**src/rtl/ext_irq_ctrl_pkg.sv**
```systemverilog
// Shared types and constants for the external interrupt controller.
// Optional build macro used by the top: IRQ_OVF_CNT_EN.
package irq_pkg;

  typedef enum logic [1:0] {
    IDLE    = 2'd0,
    REQ     = 2'd1,
    SERVICE = 2'd2
  } irq_state_t;

  localparam int         IRQ_N_SRC_DEF = 4;
  localparam logic [7:0] OVF_MAX       = 8'hFF;

endpackage

```
**src/rtl/ext_irq_ctrl_prio_enc.sv**
```systemverilog
// Lowest-index-wins priority encoder for the interrupt arbiter.
// Purely combinational; id is 0 when nothing is requested.
module irq_prio_enc
  import irq_pkg::*;
#(
  parameter int N_SRC = IRQ_N_SRC_DEF,
  parameter int ID_W  = $clog2(N_SRC)
) (
  input  logic [N_SRC-1:0] req,
  output logic [ID_W-1:0]  id,
  output logic             any
);

  // scan from the top down so the lowest set index is written last
  always_comb begin
    id = '0;
    for (int i = N_SRC - 1; i >= 0; i--) begin
      if (req[i]) id = ID_W'(i);
    end
    any = |req;
  end

endmodule

```
**src/rtl/ext_irq_ctrl.sv**
```systemverilog
// External interrupt controller: edge capture, masking, ExtIRQ/ExtIAck/ERet handshake.
// Build macro IRQ_OVF_CNT_EN enables the saturating dropped-edge counter.
module ext_irq_ctrl
  import irq_pkg::*;
#(
  parameter  int N_SRC = IRQ_N_SRC_DEF,
  localparam int ID_W  = $clog2(N_SRC)
) (
  input  logic             clk,
  input  logic             reset,
  input  logic [N_SRC-1:0] irq_in,
  input  logic [N_SRC-1:0] irq_mask,
  input  logic             ExtIAck,
  input  logic             ERet,
  output logic             ExtIRQ,
  output logic [ID_W-1:0]  irq_id,
  output logic [N_SRC-1:0] irq_pending,
  output logic             busy,
  output logic [7:0]       ovf_count
);

  localparam logic [N_SRC-1:0] ONE = N_SRC'(1);

  irq_state_t       state;
  irq_state_t       state_nxt;
  logic [N_SRC-1:0] prev;
  logic [N_SRC-1:0] edges;
  logic [N_SRC-1:0] clr;
  logic [N_SRC-1:0] pend_nxt;
  logic             irq_nxt;
  logic [ID_W-1:0]  id_nxt;
  logic [ID_W-1:0]  enc_id;
  logic             enc_any;
  logic             ack_take;

  irq_prio_enc #(
    .N_SRC (N_SRC),
    .ID_W  (ID_W)
  ) u_enc (
    .req (irq_pending & irq_mask),
    .id  (enc_id),
    .any (enc_any)
  );

  // edge detect and pending update; a same-cycle edge beats the ack clear
  always_comb begin
    edges    = irq_in & ~prev;
    ack_take = (state == REQ) && ExtIAck;
    clr      = ack_take ? (ONE << irq_id) : '0;
    pend_nxt = (irq_pending & ~clr) | edges;
  end

  // next-state and registered-output decode
  always_comb begin
    state_nxt = state;
    irq_nxt   = ExtIRQ;
    id_nxt    = irq_id;
    unique case (state)
      IDLE: begin
        if (enc_any) begin
          state_nxt = REQ;
          irq_nxt   = 1'b1;
          id_nxt    = enc_id;
        end
      end
      REQ: begin
        if (ExtIAck) begin
          state_nxt = SERVICE;
          irq_nxt   = 1'b0;
        end
      end
      SERVICE: begin
        if (ERet) state_nxt = IDLE;
      end
      default: begin
        state_nxt = IDLE;
        irq_nxt   = 1'b0;
      end
    endcase
  end

  // state, edge history, pending and request registers
  always_ff @(posedge clk) begin
    if (!reset) begin
      state       <= IDLE;
      prev        <= '0;
      irq_pending <= '0;
      ExtIRQ      <= 1'b0;
      irq_id      <= '0;
    end else begin
      state       <= state_nxt;
      prev        <= irq_in;
      irq_pending <= pend_nxt;
      ExtIRQ      <= irq_nxt;
      irq_id      <= id_nxt;
    end
  end

  assign busy = (state != IDLE);

`ifdef IRQ_OVF_CNT_EN
  logic [N_SRC-1:0] drop;
  logic [4:0]       drop_cnt;
  logic [8:0]       ovf_sum;
  logic [7:0]       ovf_q;

  // count edges merged into an already-pending, uncleared bit
  always_comb begin
    drop     = edges & irq_pending & ~clr;
    drop_cnt = '0;
    for (int i = 0; i < N_SRC; i++) begin
      drop_cnt = drop_cnt + 5'(drop[i]);
    end
    ovf_sum = {1'b0, ovf_q} + 9'(drop_cnt);
  end

  // saturating dropped-edge counter, cleared only by reset
  always_ff @(posedge clk) begin
    if (!reset) begin
      ovf_q <= '0;
    end else if (ovf_sum > {1'b0, OVF_MAX}) begin
      ovf_q <= OVF_MAX;
    end else begin
      ovf_q <= ovf_sum[7:0];
    end
  end

  assign ovf_count = ovf_q;
`else
  assign ovf_count = 8'h00;
`endif

endmodule
```
**config.mk**
```make
export PLATFORM = sky130hd
export DESIGN_NAME = ext_irq_ctrl
export DESIGN_NICKNAME = d
export VERILOG_FILES = /design/src/rtl/ext_irq_ctrl_pkg.sv /design/src/rtl/ext_irq_ctrl_prio_enc.sv /design/src/rtl/ext_irq_ctrl.sv
export SDC_FILE = /design/constraint.sdc
export NUM_CORES = 1
export LEC_CHECK = 0
export BUFFER_PORTS_ARGS = -buffer_cell sky130_fd_sc_hd__buf_2
export CAP_MARGIN = 20
export CORE_MARGIN = 10
export CORE_UTILIZATION = 34
export CTS_BUF_LIST = sky130_fd_sc_hd__clkbuf_4 sky130_fd_sc_hd__clkbuf_8
export CTS_CLUSTER_DIAMETER = 60
export DETAILED_ROUTE_END_ITERATION = 8
export HOLD_SLACK_MARGIN = 0.05
export SLEW_MARGIN = 5
export SYNTH_ARGS = -nofsm -noshare
export SYNTH_HDL_FRONTEND = slang
export SYNTH_SLANG_ARGS = --single-unit
```
**constraint.sdc**
```tcl
create_clock -name clk -period 2.9 [get_ports clk]
set_input_delay 0.145 -clock clk [delete_from_list [all_inputs] [get_ports clk]]
set_output_delay 0.145 -clock clk [all_outputs]
set_load 0.03 [all_outputs]
```
# --- Word-level counts from Yosys, hierarchy flattened ---
# Cells that the tools add are included.
classes:
  n_eq_ne: 5
  mux: 12
  shifts: 1
  bitwise_logic: 7
  n_reduce_logical: 7
ops:
  columns: ["op", "count"]
  rows:
  - ["$mux W2", 7]
  - ["$and A4 B4 Y4", 3]
  - ["$not A4 Y4", 2]
  - ["$ne A2 B2 Y1 const B", 3]
  - ["$pmux W2 S3", 1]
  - ["$reduce_and A3 Y1", 2]
  - ["$mux W4", 1]
  - ["$or A4 B4 Y4", 1]
  - ["$reduce_or A4 Y1", 1]
  - ["$shl A1 B2 Y4 const A", 1]
  - ["$pmux W1 S3", 1]
  - ["$eq A2 B1 Y1 const B", 1]
  - ["$eq A2 B2 Y1 const B", 1]
  - ["$logic_not A2 Y1", 1]
  - ["$mux W1", 2]
  - ["$reduce_and A2 Y1", 1]
  - ["$reduce_bool A2 Y1", 1]
  - ["$logic_and A1 B1 Y1", 1]
  - ["$not A1 Y1", 1]
totals:
  elab_cells: 37
  register_bits: 13
  input_bits: 12
  output_inout_bits: 16

# --- Longest topological paths before layout ---
logic_depth:
  word_depth: 6
  depth_mapped: 4
  depth_no_buf: 4

# --- Cells and area by module ---
# Synthesis repeated with hierarchy kept, for this count alone.
unflattened:
  hier_cells: 72
  hier_area_um2: 621.8
by_module_without_submodules:
  columns: ["module", "seq_area_each_um2", "cells_per_inst", "area_per_inst_um2", "n_inst"]
  rows:
  - ["ext_irq_ctrl", 260.2, 65, 586.8, 1]
  - ["irq_prio_enc", 0.0, 7, 35.0, 1]

# --- Worst setup path before layout ---
# Ideal clock, no wire load.
synth_timing:
  kind: "register to register"
  start: "register irq_pending[2]"
  end: "register irq_id[0]"
  n_path_buf: 0
  path_slack_ns: 1.766
  setup_ns: 0.119
  arrival_time_ns: 1.015
  required_ns: 2.781
  period_less_slack_ns: 1.134
  path_stages_with_launch: 5
  cell_sequence: "dfxtp_1 > nand2_1 > a32o_1 > nand3_1 > mux2i_1"
synth_between:
  elab_chain_len: 4
  word_cells_on_any_way: 6
  classes_between: "3 x mux; 1 x bitwise; 2 x reduce/logical"
synth_lines:
  columns: ["element", "line", "rtl"]
  rows:
  - ["from (decl)", "ext_irq_ctrl.sv:17", "output logic [N_SRC-1:0] irq_pending,"]
  - ["from (signal assigned)", "ext_irq_ctrl.sv:93", "irq_pending <= pend_nxt;"]
  - ["$and A4 B4 Y4 *", "ext_irq_ctrl.sv:40", ".req (irq_pending & irq_mask),"]
  - ["$mux W2 (3 in series)", "ext_irq_ctrl_prio_enc.sv:18", "if (req[i]) id = ID_W'(i);"]
  - ["to (signal assigned)", "ext_irq_ctrl.sv:95", "irq_id <= id_nxt;"]
  - ["to (decl)", "ext_irq_ctrl.sv:16", "output logic [ID_W-1:0] irq_id,"]
# Every way passes the cells marked *; elsewhere a longest branch is shown, timed or not.
# A chain may end at the register's enable or synchronous reset.

# --- Final worst setup path ---
layout_timing:
  start: "register state[0]"
  end: "output port busy"
layout_between:
  elab_chain_len: 1
layout_lines:
  columns: ["element", "line", "rtl"]
  rows:
  - ["from (decl)", "ext_irq_ctrl.sv:24", "irq_state_t state;"]
  - ["from (signal assigned)", "ext_irq_ctrl.sv:91", "state <= state_nxt;"]
  - ["$reduce_bool A2 Y1", "ext_irq_ctrl.sv:99", "assign busy = (state != IDLE);"]
  - ["to (decl)", "ext_irq_ctrl.sv:18", "output logic busy,"]
# Every way passes these cells.

==> qor.txt <==
outcome - complete, no violations
fill count - 160
vias in the first global route - 495
Area after DPL - 651 µm²
combinational cell fraction of total power - 23.8%
CTS Root Cell - clkbuf_4
post_cts resized - 0
Clk network pwr share - 27.5%
TritonCTS Buffers - 3
final worst-path cycle share - 41.8%
Synthesis Warnings - 0
Reg power frac - 48.7%
IO Port Bufs - 19
# DRC - 0
Die X - 61.1 µm
DR vias - 488
Initial Util - 36.8%
syn avg cell area - 8.84 µm²
WS Path Type - reg2out
1st-iter DRT viols - 8
post-synthesis cell type count - 24
Core Region - 0.00156 mm²
EDFF count, synth - 0
pwr dens - 634 mW/mm²
count of state elements after synthesis - 13
gpl congestion - 0.685
type of the worst min-delay path - in2reg
Core Rows - 14
Hold WS - 66.4 ps
CP required - 2760 ps
post-synthesis async set-or-reset flop share - 0%
worst skew pair latency - 270 ps
switching share of power - 32.3%
R2R Path Start - state[0]
Place WS - 1800 ps
Startpoint Class - register
area of the die - 0.00373 mm²
Ports - 28
post-synthesis sequential area ratio - 45.3%
TritonCTS clock tree - yes
CTS Buffer Depth - 2
Peak Freq - 0.825 GHz
fin util - 43.7%
Leak - 0.340 nW
Inst Count DP - 98
Reg clk slew, reported paths - 80 ps
final setup TNS - 0 ps
unrepaired setup endpoints after global routing - no
initial antenna violation count - 0
Crit Path Max Fanout - 6
first-pass GRT wire length - 2.05 mm
Data arrival, critical path - 1070 ps
Final Total Pwr - 0.431 mW
top post-synthesis cells by count - dfxtp_1 (13), nand2_1 (11), buf_4 (8)
largest area contributor in the netlist - dfxtp_1
Final ANT Viol Nets - 0
final non-filler cell total - 102
Internal - 0.292 mW
fin worst setup slack - 1690 ps
# diodes - 0
hold path start - irq_in[3]
largest net degree at the start of global routing - 15
post-CTS setup buffers - 0
synth top area cells - dfxtp_1 (45%), buf_4 (10%), nand2_1 (7.2%)
vias per inst - 4.78
share of cells above drive strength 1 - 32.6%
critical path endpoint category - primary output
count of final hold-check violations - 0
Design Area, Final - 681 µm²
max-slew violations - 0
critical path launch point - state[0]
Post-Synthesis Cells - 65
Overall Global Routing Usage - 7.23%
DRT Wirelength - 1.25 mm
Hold-fix buffers, CTS - 0
post-route minimum period - 1210 ps
count leader, synth - dfxtp_1
remaining global-route overflow - 0
maxcap violations - 0
Layout Skew - 2.04 ps
Sw Pwr - 0.140 mW
maximum vdd drop - 295 µV
ys flop type - dfxtp_1
setup slack, reg-to-reg - 1790 ps
clk sinks - 13
CTS H-tree lvls - 1
post-synth top area share - 45.3%
First-pass DRT Iterations - 4
Netlist Area Pre-Place - 574 µm²
Setup-failing EPs final - 0
Layout area overhead - 18.5%
Die Ht - 61.1 µm
post-DR wirelength/cell - 12.2 µm
Final #Nets - 99
## layout make-up
| type | count | area, µm² | area share, % |
|---|---|---|---|
| clock buffers | 4 | 30.0 | 4.41 |
| inverters | 5 | 18.8 | 2.76 |
| multi-input cells | 45 | 256 | 37.7 |
| flip-flops and latches | 13 | 260 | 38.2 |
| well taps | 16 | 20.0 | 2.94 |
| repair buffers | 19 | 95.1 | 14.0 |
## final timing paths
path / end / depth (start not counted)
min reg2reg: irq_pending[0] / 1
min: prev[3] / 3
max: busy / 2
max reg2reg: irq_pending[0] / 4
## layer usage
layer / routed length, µm / part of all wire (%) / global-route usage, %
met3: 153 / 12 / 3.09
met1: 534 / 43 / 8.09
met4: 9 / 0.72 / 3.91
met5: 0 / 0 / 0
met2: 550 / 44 / 11.4
## power by group through the flow
stage / clock (mW) / combinational [mW] / sequential (mW)
4_1_cts: 0.122 / 0.104 / 0.210
3_3_place_gp: 0 / 0.103 / 0.214
5_1_grt: 0.130 / 0.113 / 0.213
6_report: 0.119 / 0.103 / 0.210
2_1_floorplan: 0 / 0.0632 / 0.232
3_5_place_dp: 0 / 0.104 / 0.214
## kinds of logic (layout without fill, tap and decap cells)
| group | after synthesis | in the layout | synth area share, % |
|---|---|---|---|
| AOI/OAI and AO/OA | 14 | 14 | 17.9 |
| and+or+nand+nor | 22 | 22 | 19.8 |
| DFF | 13 | 13 | 45.3 |
| buffers and inverters | 14 | 28 | 14.6 |
| other | 1 | 8 | 0.653 |
| muxes | 1 | 1 | 1.74 |
## worst max-delay path: stages (launching register included)
cell	delay, ps
dfxtp_1	350
or2_4	270
buf_2	180
## placed cells by master, fill, tap and decap left out
master	instances
buf_2	19
dfxtp_1	13
nand2_1	11
conb_1	8
nand3_1	5
o21ai_0	5
inv_1	4
clkbuf_4	4
nor3b_1	2
or2_4	1
a22oi_1	1
a21oi_1	1
o221a_2	1
and3b_2	1
o21a_1	1
nand3b_1	1
o211ai_1	1
inv_2	1
o311ai_2	1
o21ai_1	1
a32o_1	1
nand2b_1	1
mux2i_1	1
a21boi_0	1
## state kept, by name, summed over array words and instances, names as in the netlist
register and cells:
ExtIRQ 1, irq_id 2, irq_pending 4, state 2
prev 4
Note: power is estimated with default switching activity, not from simulation.
